## src/rtl/ttt_pkg.sv

```systemverilog
// Shared definitions for the tic-tac-toe board slice:
// cell codes, board positions, FSM encoding and small helpers.
package ttt_pkg;

    typedef enum logic [1:0] {
        BLANK = 2'b00,
        HUMAN = 2'b01,
        AI    = 2'b10
    } cell_t;

    typedef enum logic [1:0] {
        ST_PLAY  = 2'b00,
        ST_CHECK = 2'b01,
        ST_DONE  = 2'b10
    } state_t;

    localparam logic [3:0] POS_NONE = 4'd0;
    localparam logic [3:0] POS_A    = 4'd1;
    localparam logic [3:0] POS_B    = 4'd2;
    localparam logic [3:0] POS_C    = 4'd3;
    localparam logic [3:0] POS_D    = 4'd4;
    localparam logic [3:0] POS_E    = 4'd5;
    localparam logic [3:0] POS_F    = 4'd6;
    localparam logic [3:0] POS_G    = 4'd7;
    localparam logic [3:0] POS_H    = 4'd8;
    localparam logic [3:0] POS_I    = 4'd9;

    localparam int         N_CELLS   = 9;
    localparam logic [3:0] MAX_MOVES = 4'd9;

    function automatic logic pos_in_range(input logic [3:0] pos);
        return (pos >= POS_A) && (pos <= POS_I);
    endfunction

    // Board cell index 0..8 (a..i); out-of-range positions map to 0
    // and must be masked by pos_in_range at the caller.
    function automatic logic [3:0] pos_to_idx(input logic [3:0] pos);
        return pos_in_range(pos) ? (pos - 4'd1) : 4'd0;
    endfunction

    function automatic logic [1:0] line_owner(
        input logic [1:0] a,
        input logic [1:0] b,
        input logic [1:0] c
    );
        return ((a != BLANK) && (a == b) && (b == c)) ? a : BLANK;
    endfunction

endpackage

```

## src/rtl/ttt_win_detect.sv

```systemverilog
// Combinational line evaluator: reports a three-in-a-row owner
// and whether every cell of the board is occupied.
module ttt_win_detect
    import ttt_pkg::*;
(
    input  logic [5:0] i_top,
    input  logic [5:0] i_middle,
    input  logic [5:0] i_bottom,
    output logic       o_win,
    output logic [1:0] o_win_code,
    output logic       o_full
);

    logic [1:0] w_c    [0:8];
    logic [1:0] w_line [0:7];

    assign w_c[0] = i_top[5:4];
    assign w_c[1] = i_top[3:2];
    assign w_c[2] = i_top[1:0];
    assign w_c[3] = i_middle[5:4];
    assign w_c[4] = i_middle[3:2];
    assign w_c[5] = i_middle[1:0];
    assign w_c[6] = i_bottom[5:4];
    assign w_c[7] = i_bottom[3:2];
    assign w_c[8] = i_bottom[1:0];

    assign w_line[0] = line_owner(w_c[0], w_c[1], w_c[2]);
    assign w_line[1] = line_owner(w_c[3], w_c[4], w_c[5]);
    assign w_line[2] = line_owner(w_c[6], w_c[7], w_c[8]);
    assign w_line[3] = line_owner(w_c[0], w_c[3], w_c[6]);
    assign w_line[4] = line_owner(w_c[1], w_c[4], w_c[7]);
    assign w_line[5] = line_owner(w_c[2], w_c[5], w_c[8]);
    assign w_line[6] = line_owner(w_c[0], w_c[4], w_c[8]);
    assign w_line[7] = line_owner(w_c[2], w_c[4], w_c[6]);

    // Lowest-numbered winning line wins; in legal play only one
    // player can ever own a line, so the order is immaterial.
    always_comb begin
        o_win      = 1'b0;
        o_win_code = BLANK;
        for (int i = 7; i >= 0; i--) begin
            if (w_line[i] != BLANK) begin
                o_win      = 1'b1;
                o_win_code = w_line[i];
            end
        end
    end

    always_comb begin
        o_full = 1'b1;
        for (int i = 0; i < N_CELLS; i++) begin
            if (w_c[i] == BLANK) begin
                o_full = 1'b0;
            end
        end
    end

endmodule

```

## src/rtl/board_state_reg.sv

```systemverilog
// Tic-tac-toe board register: commits validated moves, tracks the
// turn and move count, and resolves win/draw one cycle later.
module board_state_reg
    import ttt_pkg::*;
(
    input  logic       clk,
    input  logic       reset,
    input  logic       new_game,
    input  logic       valid_move,
    input  logic [3:0] move_in,
    output logic [5:0] top,
    output logic [5:0] middle,
    output logic [5:0] bottom,
    output logic       human_turn,
    output logic       move_ack,
    output logic       move_reject,
    output logic [3:0] move_count,
    output logic       game_over,
    output logic [1:0] winner
);

    state_t     r_state;
    logic [1:0] r_board [0:8];
    logic       r_human_turn;
    logic       r_ack;
    logic       r_reject;
    logic [3:0] r_count;
    logic       r_over;
    logic [1:0] r_winner;

    logic       w_pos_ok;
    logic [3:0] w_idx;
    logic       w_cell_free;
    logic [1:0] w_player;
    logic       w_win;
    logic [1:0] w_win_code;
    logic       w_full;

    assign w_pos_ok    = pos_in_range(move_in);
    assign w_idx       = pos_to_idx(move_in);
    assign w_cell_free = w_pos_ok && (r_board[w_idx] == BLANK);
    assign w_player    = r_human_turn ? HUMAN : AI;

    assign top    = {r_board[0], r_board[1], r_board[2]};
    assign middle = {r_board[3], r_board[4], r_board[5]};
    assign bottom = {r_board[6], r_board[7], r_board[8]};

    ttt_win_detect u_win_detect (
        .i_top      (top),
        .i_middle   (middle),
        .i_bottom   (bottom),
        .o_win      (w_win),
        .o_win_code (w_win_code),
        .o_full     (w_full)
    );

    always_ff @(posedge clk or posedge reset) begin
        if (reset) begin
            r_state      <= ST_PLAY;
            r_human_turn <= 1'b1;
            r_ack        <= 1'b0;
            r_reject     <= 1'b0;
            r_count      <= 4'd0;
            r_over       <= 1'b0;
            r_winner     <= BLANK;
            for (int i = 0; i < N_CELLS; i++) begin
                r_board[i] <= BLANK;
            end
        end else begin
            r_ack    <= 1'b0;
            r_reject <= 1'b0;
            if (new_game) begin
                r_state      <= ST_PLAY;
                r_human_turn <= 1'b1;
                r_count      <= 4'd0;
                r_over       <= 1'b0;
                r_winner     <= BLANK;
                for (int i = 0; i < N_CELLS; i++) begin
                    r_board[i] <= BLANK;
                end
            end else begin
                unique case (r_state)
                    ST_PLAY: begin
                        if (valid_move) begin
                            if (w_cell_free) begin
                                r_board[w_idx] <= w_player;
                                r_count        <= r_count + 4'd1;
                                r_ack          <= 1'b1;
                                r_state        <= ST_CHECK;
                            end else begin
                                r_reject <= 1'b1;
                            end
                        end
                    end
                    ST_CHECK: begin
                        if (valid_move) begin
                            r_reject <= 1'b1;
                        end
                        // The board is full exactly when nine moves
                        // have been committed; either signal suffices.
                        if (w_win) begin
                            r_winner <= w_win_code;
                            r_over   <= 1'b1;
                            r_state  <= ST_DONE;
                        end else if ((r_count == MAX_MOVES) || w_full) begin
                            r_winner <= BLANK;
                            r_over   <= 1'b1;
                            r_state  <= ST_DONE;
                        end else begin
                            r_human_turn <= ~r_human_turn;
                            r_state      <= ST_PLAY;
                        end
                    end
                    ST_DONE: begin
                        if (valid_move) begin
                            r_reject <= 1'b1;
                        end
                    end
                    default: begin
                        r_state <= ST_PLAY;
                    end
                endcase
            end
        end
    end

    assign human_turn  = r_human_turn;
    assign move_ack    = r_ack;
    assign move_reject = r_reject;
    assign move_count  = r_count;
    assign game_over   = r_over;
    assign winner      = r_winner;

endmodule

```

## config.mk

```make
export PLATFORM = sky130hd
export DESIGN_NAME = board_state_reg
export DESIGN_NICKNAME = d
export VERILOG_FILES = /design/src/rtl/ttt_pkg.sv /design/src/rtl/ttt_win_detect.sv /design/src/rtl/board_state_reg.sv
export SDC_FILE = /design/constraint.sdc
export NUM_CORES = 1
export LEC_CHECK = 0
export BUFFER_PORTS_ARGS = -buffer_cell sky130_fd_sc_hd__buf_2
export CORE_MARGIN = 1.5
export CORE_UTILIZATION = 50
export CTS_CLUSTER_DIAMETER = 100
export CTS_CLUSTER_SIZE = 12
export DETAILED_ROUTE_END_ITERATION = 10
export PLACE_DENSITY_LB_ADDON = 0.12
export SYNTH_ARGS = -nofsm -noshare
export SYNTH_HDL_FRONTEND = slang
export SYNTH_SLANG_ARGS = --single-unit
```

## constraint.sdc

```tcl
create_clock -name clk -period 5 [get_ports clk]
set_clock_uncertainty 0.15 [all_clocks]
set_input_delay 0.25 -clock clk [delete_from_list [all_inputs] [get_ports clk]]
set_output_delay 0.25 -clock clk [all_outputs]
set_load 0.02 [all_outputs]
```

==> flow_metrics.py <==
metrics = {
    "layout": {
        "n_antenna_cell": 0,
        "final_cell_mix": "nor2_1, buf_2, a21oi_1, dfrtp_1",
        "syn2layout_area_growth_pct": 13.4,
        "fillers": 386,
        "multi_input_area_um2": 1320,
        "fin_nets": 322,
        "fin_area_um2": 2470,
        "final_common_cell": "nor2_1",
        "regArea_um2": 752,
        "drive_above_1_share": 0.192,
    },
    "floorplan": {
        "core-area_um2": 4090,
        "initial_utilization": 0.534,
        "die-area_um2": 4770,
        "die_h_um": 69.1,
        "pin_count": 36,
        "rows": 23,
        "die_x_um": 69.1,
    },
    "route": {
        "via_per_inst": 5.90,
        "drc": 0,
        "drt.antenna.violating_nets": 0,
        "wl_per_cell_um": 15.2,
        "first_pass_iters": 4,
        "drt_iter0_drc": 122,
        "vias": 2105,
        "routed_wl_mm": 5.42,
    },
    "power": {
        "total_power_mw": 0.551,
        "ir_drop_uv": 173,
        "power_density_nw_per_um2": 223,
        "p_leak_nw": 1.24,
    },
    "setup_path": {
        "path_delay_family": "compound AO/OA/AOI/OAI gates",
        "path_max_fanout": 12,
        "crit_buf_inv": 2,
        "crit_chain": "buf_2 > inv_1 > ha_1 > a22o_1 > or3_1 > o21ai_1 > a21boi_2 > a2111oi_2 > and3b_1 > o22ai_1",
        "cp_data_required_time_ns": 5.01,
        "reg2reg_slack_ns": 2.50,
        "reg2reg_to": "human_turn$_DFFE_PP1P_",
        "critPathKind": "in2reg",
        "reg2reg_from": "middle[3]$_DFFE_PP0P_",
        "crit_path_top_delay_cell": "or3_1",
        "cp-start-kind": "input port",
        "r2r_cells": 7,
        "crit_path_max_incr_delay_ns": 0.48,
        "cp-end-kind": "register",
        "crit_arrival_ns": 2.63,
    },
    "global_routing": {
        "gr-usage-met2": 0.375,
        "met3_usage": 0.0468,
        "grt_pass1_wl_mm": 9.18,
        "gr-total-overflow": 0,
        "grt_max_degree": 32,
        "grt_pass1_vias": 1917,
        "grtUsageMet1": 0.328,
        "antenna_found_initial": 0,
        "grt_usage": 0.235,
        "grt-busiest-layer": "met2",
    },
    "timing": {
        "final-setup-viol-count": 0,
        "fmax_ghz": 0.382,
        "worstMarginPinSlew_ns": 0.562,
        "drv_slew": 0,
        "relSlewSlack": 0.625,
        "whs_ns": 0.0901,
        "layout_min_cycle_time_ns": 2.62,
        "rsz0062_at_grt": "false",
        "finalCritPeriodShare": 0.524,
        "finalSetupTns_ns": 0,
        "hold_viol": 0,
    },
    "worst_hold_path": {
        "hp-start": "valid_move",
        "hold-path-cell-count": 2,
        "hp-class": "in2reg",
        "hold_end": "move_reject$_DFF_PP0_",
    },
    "yosys": {
        "synth.avg_cell_area_um2": 7.96,
        "synth_area_um2": 2180,
        "synthArstFlopShare": 1.00,
        "ys_top_cells_by_area": "dfrtp_1, a21oi_1, nor2_1",
        "yosysWarnings": 0,
        "synth-edff-count": 0,
        "yosysTopAreaCell": "dfrtp_1",
        "synth-seq-cells": 30,
        "synth_top_area_frac": 0.333,
        "ys.flop_type": "dfrtp_1",
        "ys_seq_area_frac": 0.345,
        "synth_cells": 274,
        "synthDistinctLibCells": 53,
        "syn_nets": 290,
    },
    "outcome": {
        "outcome": "finished clean",
    },
    "clocking": {
        "cts_tree": "done",
        "ctsResizeCount": 0,
        "numCtsBuffers": 5,
        "clock_latency_ns": 0.28,
        "clkTransAtPathRegs_ns": 0.06,
        "cts_setup_buffers": 0,
        "cts.path.max_buffers": 2,
        "htree_levels": 2,
        "cts_sinks": 30,
        "cts_root_buf": "clkbuf_8",
    },
    "place": {
        "io_buffers": 35,
        "postPlaceCellArea_um2": 2370,
        "hpwl_mm": 3.97,
        "gp_congestion": 0.813,
    },
    "job": {
        "max-cap-violations": 0,
    },
}
[through the flow]
stage           util  instances  worst slack [ns]
5_1_grt        0.605        357              2.17
3_5_place_dp   0.581        348              2.09
3_3_place_gp   0.581        348              2.15
6_report       0.605        357              2.38
2_1_floorplan      -        274              2.23
4_1_cts        0.605        357              2.38
[flip-flops by register name, summed over array words and instances, names as in the netlist]
name and count:
bottom 6, middle 6, top 6, human_turn 1
r_state 2, game_over 1, winner 2, move_ack 1
move_reject 1, move_count 4
[what timing repair did]
action	CTS	global route
setup endpoints to repair	0	0
hold endpoints to repair	29	0
hold buffers	1	0
[logic make-up (layout without fill, tap and decap cells)]
group | after synthesis | after routing | synth area share
buffers and inverters | 27 | 60 | 0.0510
adders and majority gates | 8 | 8 | 0.0459
xor gates and xnor gates | 2 | 2 | 0.00803
and+or+nand+nor | 125 | 125 | 0.309
AOI/OAI and AO/OA | 82 | 82 | 0.241
DFF | 30 | 30 | 0.345
[synthesized netlist by cell type (all sizes together) (4+ instances only)]
library cell,number
o22ai,5
nand2,8
nor2,43
dfrtp,29
ha,8
nor3,14
clkbuf,9
inv,14
o21ai,18
nand2b,4
nor2b,6
a21oi,31
or3,11
and3,12
nand3,12
[per-layer routing]
layer	wire (µm)	vias to the layer above	part of all wire
met5	0	-	0
met4	33	0	0.0061
met3	277	4	0.051
met2	2510	52	0.46
met1	2610	992	0.48
li1	-	1057	-
[report_power, final]
| part | leakage (nW) | switching (mW) | internal [mW] |
|---|---|---|---|
| logic | 0.776 | 0.0590 | 0.0337 |
| clock network | 0.0482 | 0.0877 | 0.111 |
| registers | 0.412 | 0.0101 | 0.250 |
| total | 1.24 | 0.157 | 0.394 |
[final cells by class]
cell class                      instances  share of cell area
Clock inverter                          1             0.00202
Inverter                               15              0.0228
Clock buffer                            7              0.0349
Timing Repair Buffer                   37              0.0779
Tap cell                               50              0.0253
Sequential cell                        30               0.304
Multi-Input combinational cell        217               0.533
[worst max path at each step]
stage	slack, ns	to	from	depth (start not counted)
3_5_place_dp	2.09	r_state[1]$_DFFE_PP0P_	move_in[0]	10
2_1_floorplan	2.23	bottom[2]$_DFFE_PP0P_	move_in[0]	11
6_report	2.38	r_state[1]$_DFFE_PP0P_	move_in[0]	10
4_1_cts	2.38	r_state[1]$_DFFE_PP0P_	move_in[0]	10
5_1_grt	2.17	r_state[1]$_DFFE_PP0P_	move_in[0]	10
3_3_place_gp	2.15	r_state[1]$_DFFE_PP0P_	move_in[0]	10
Note: power is estimated with default switching activity, not from simulation.
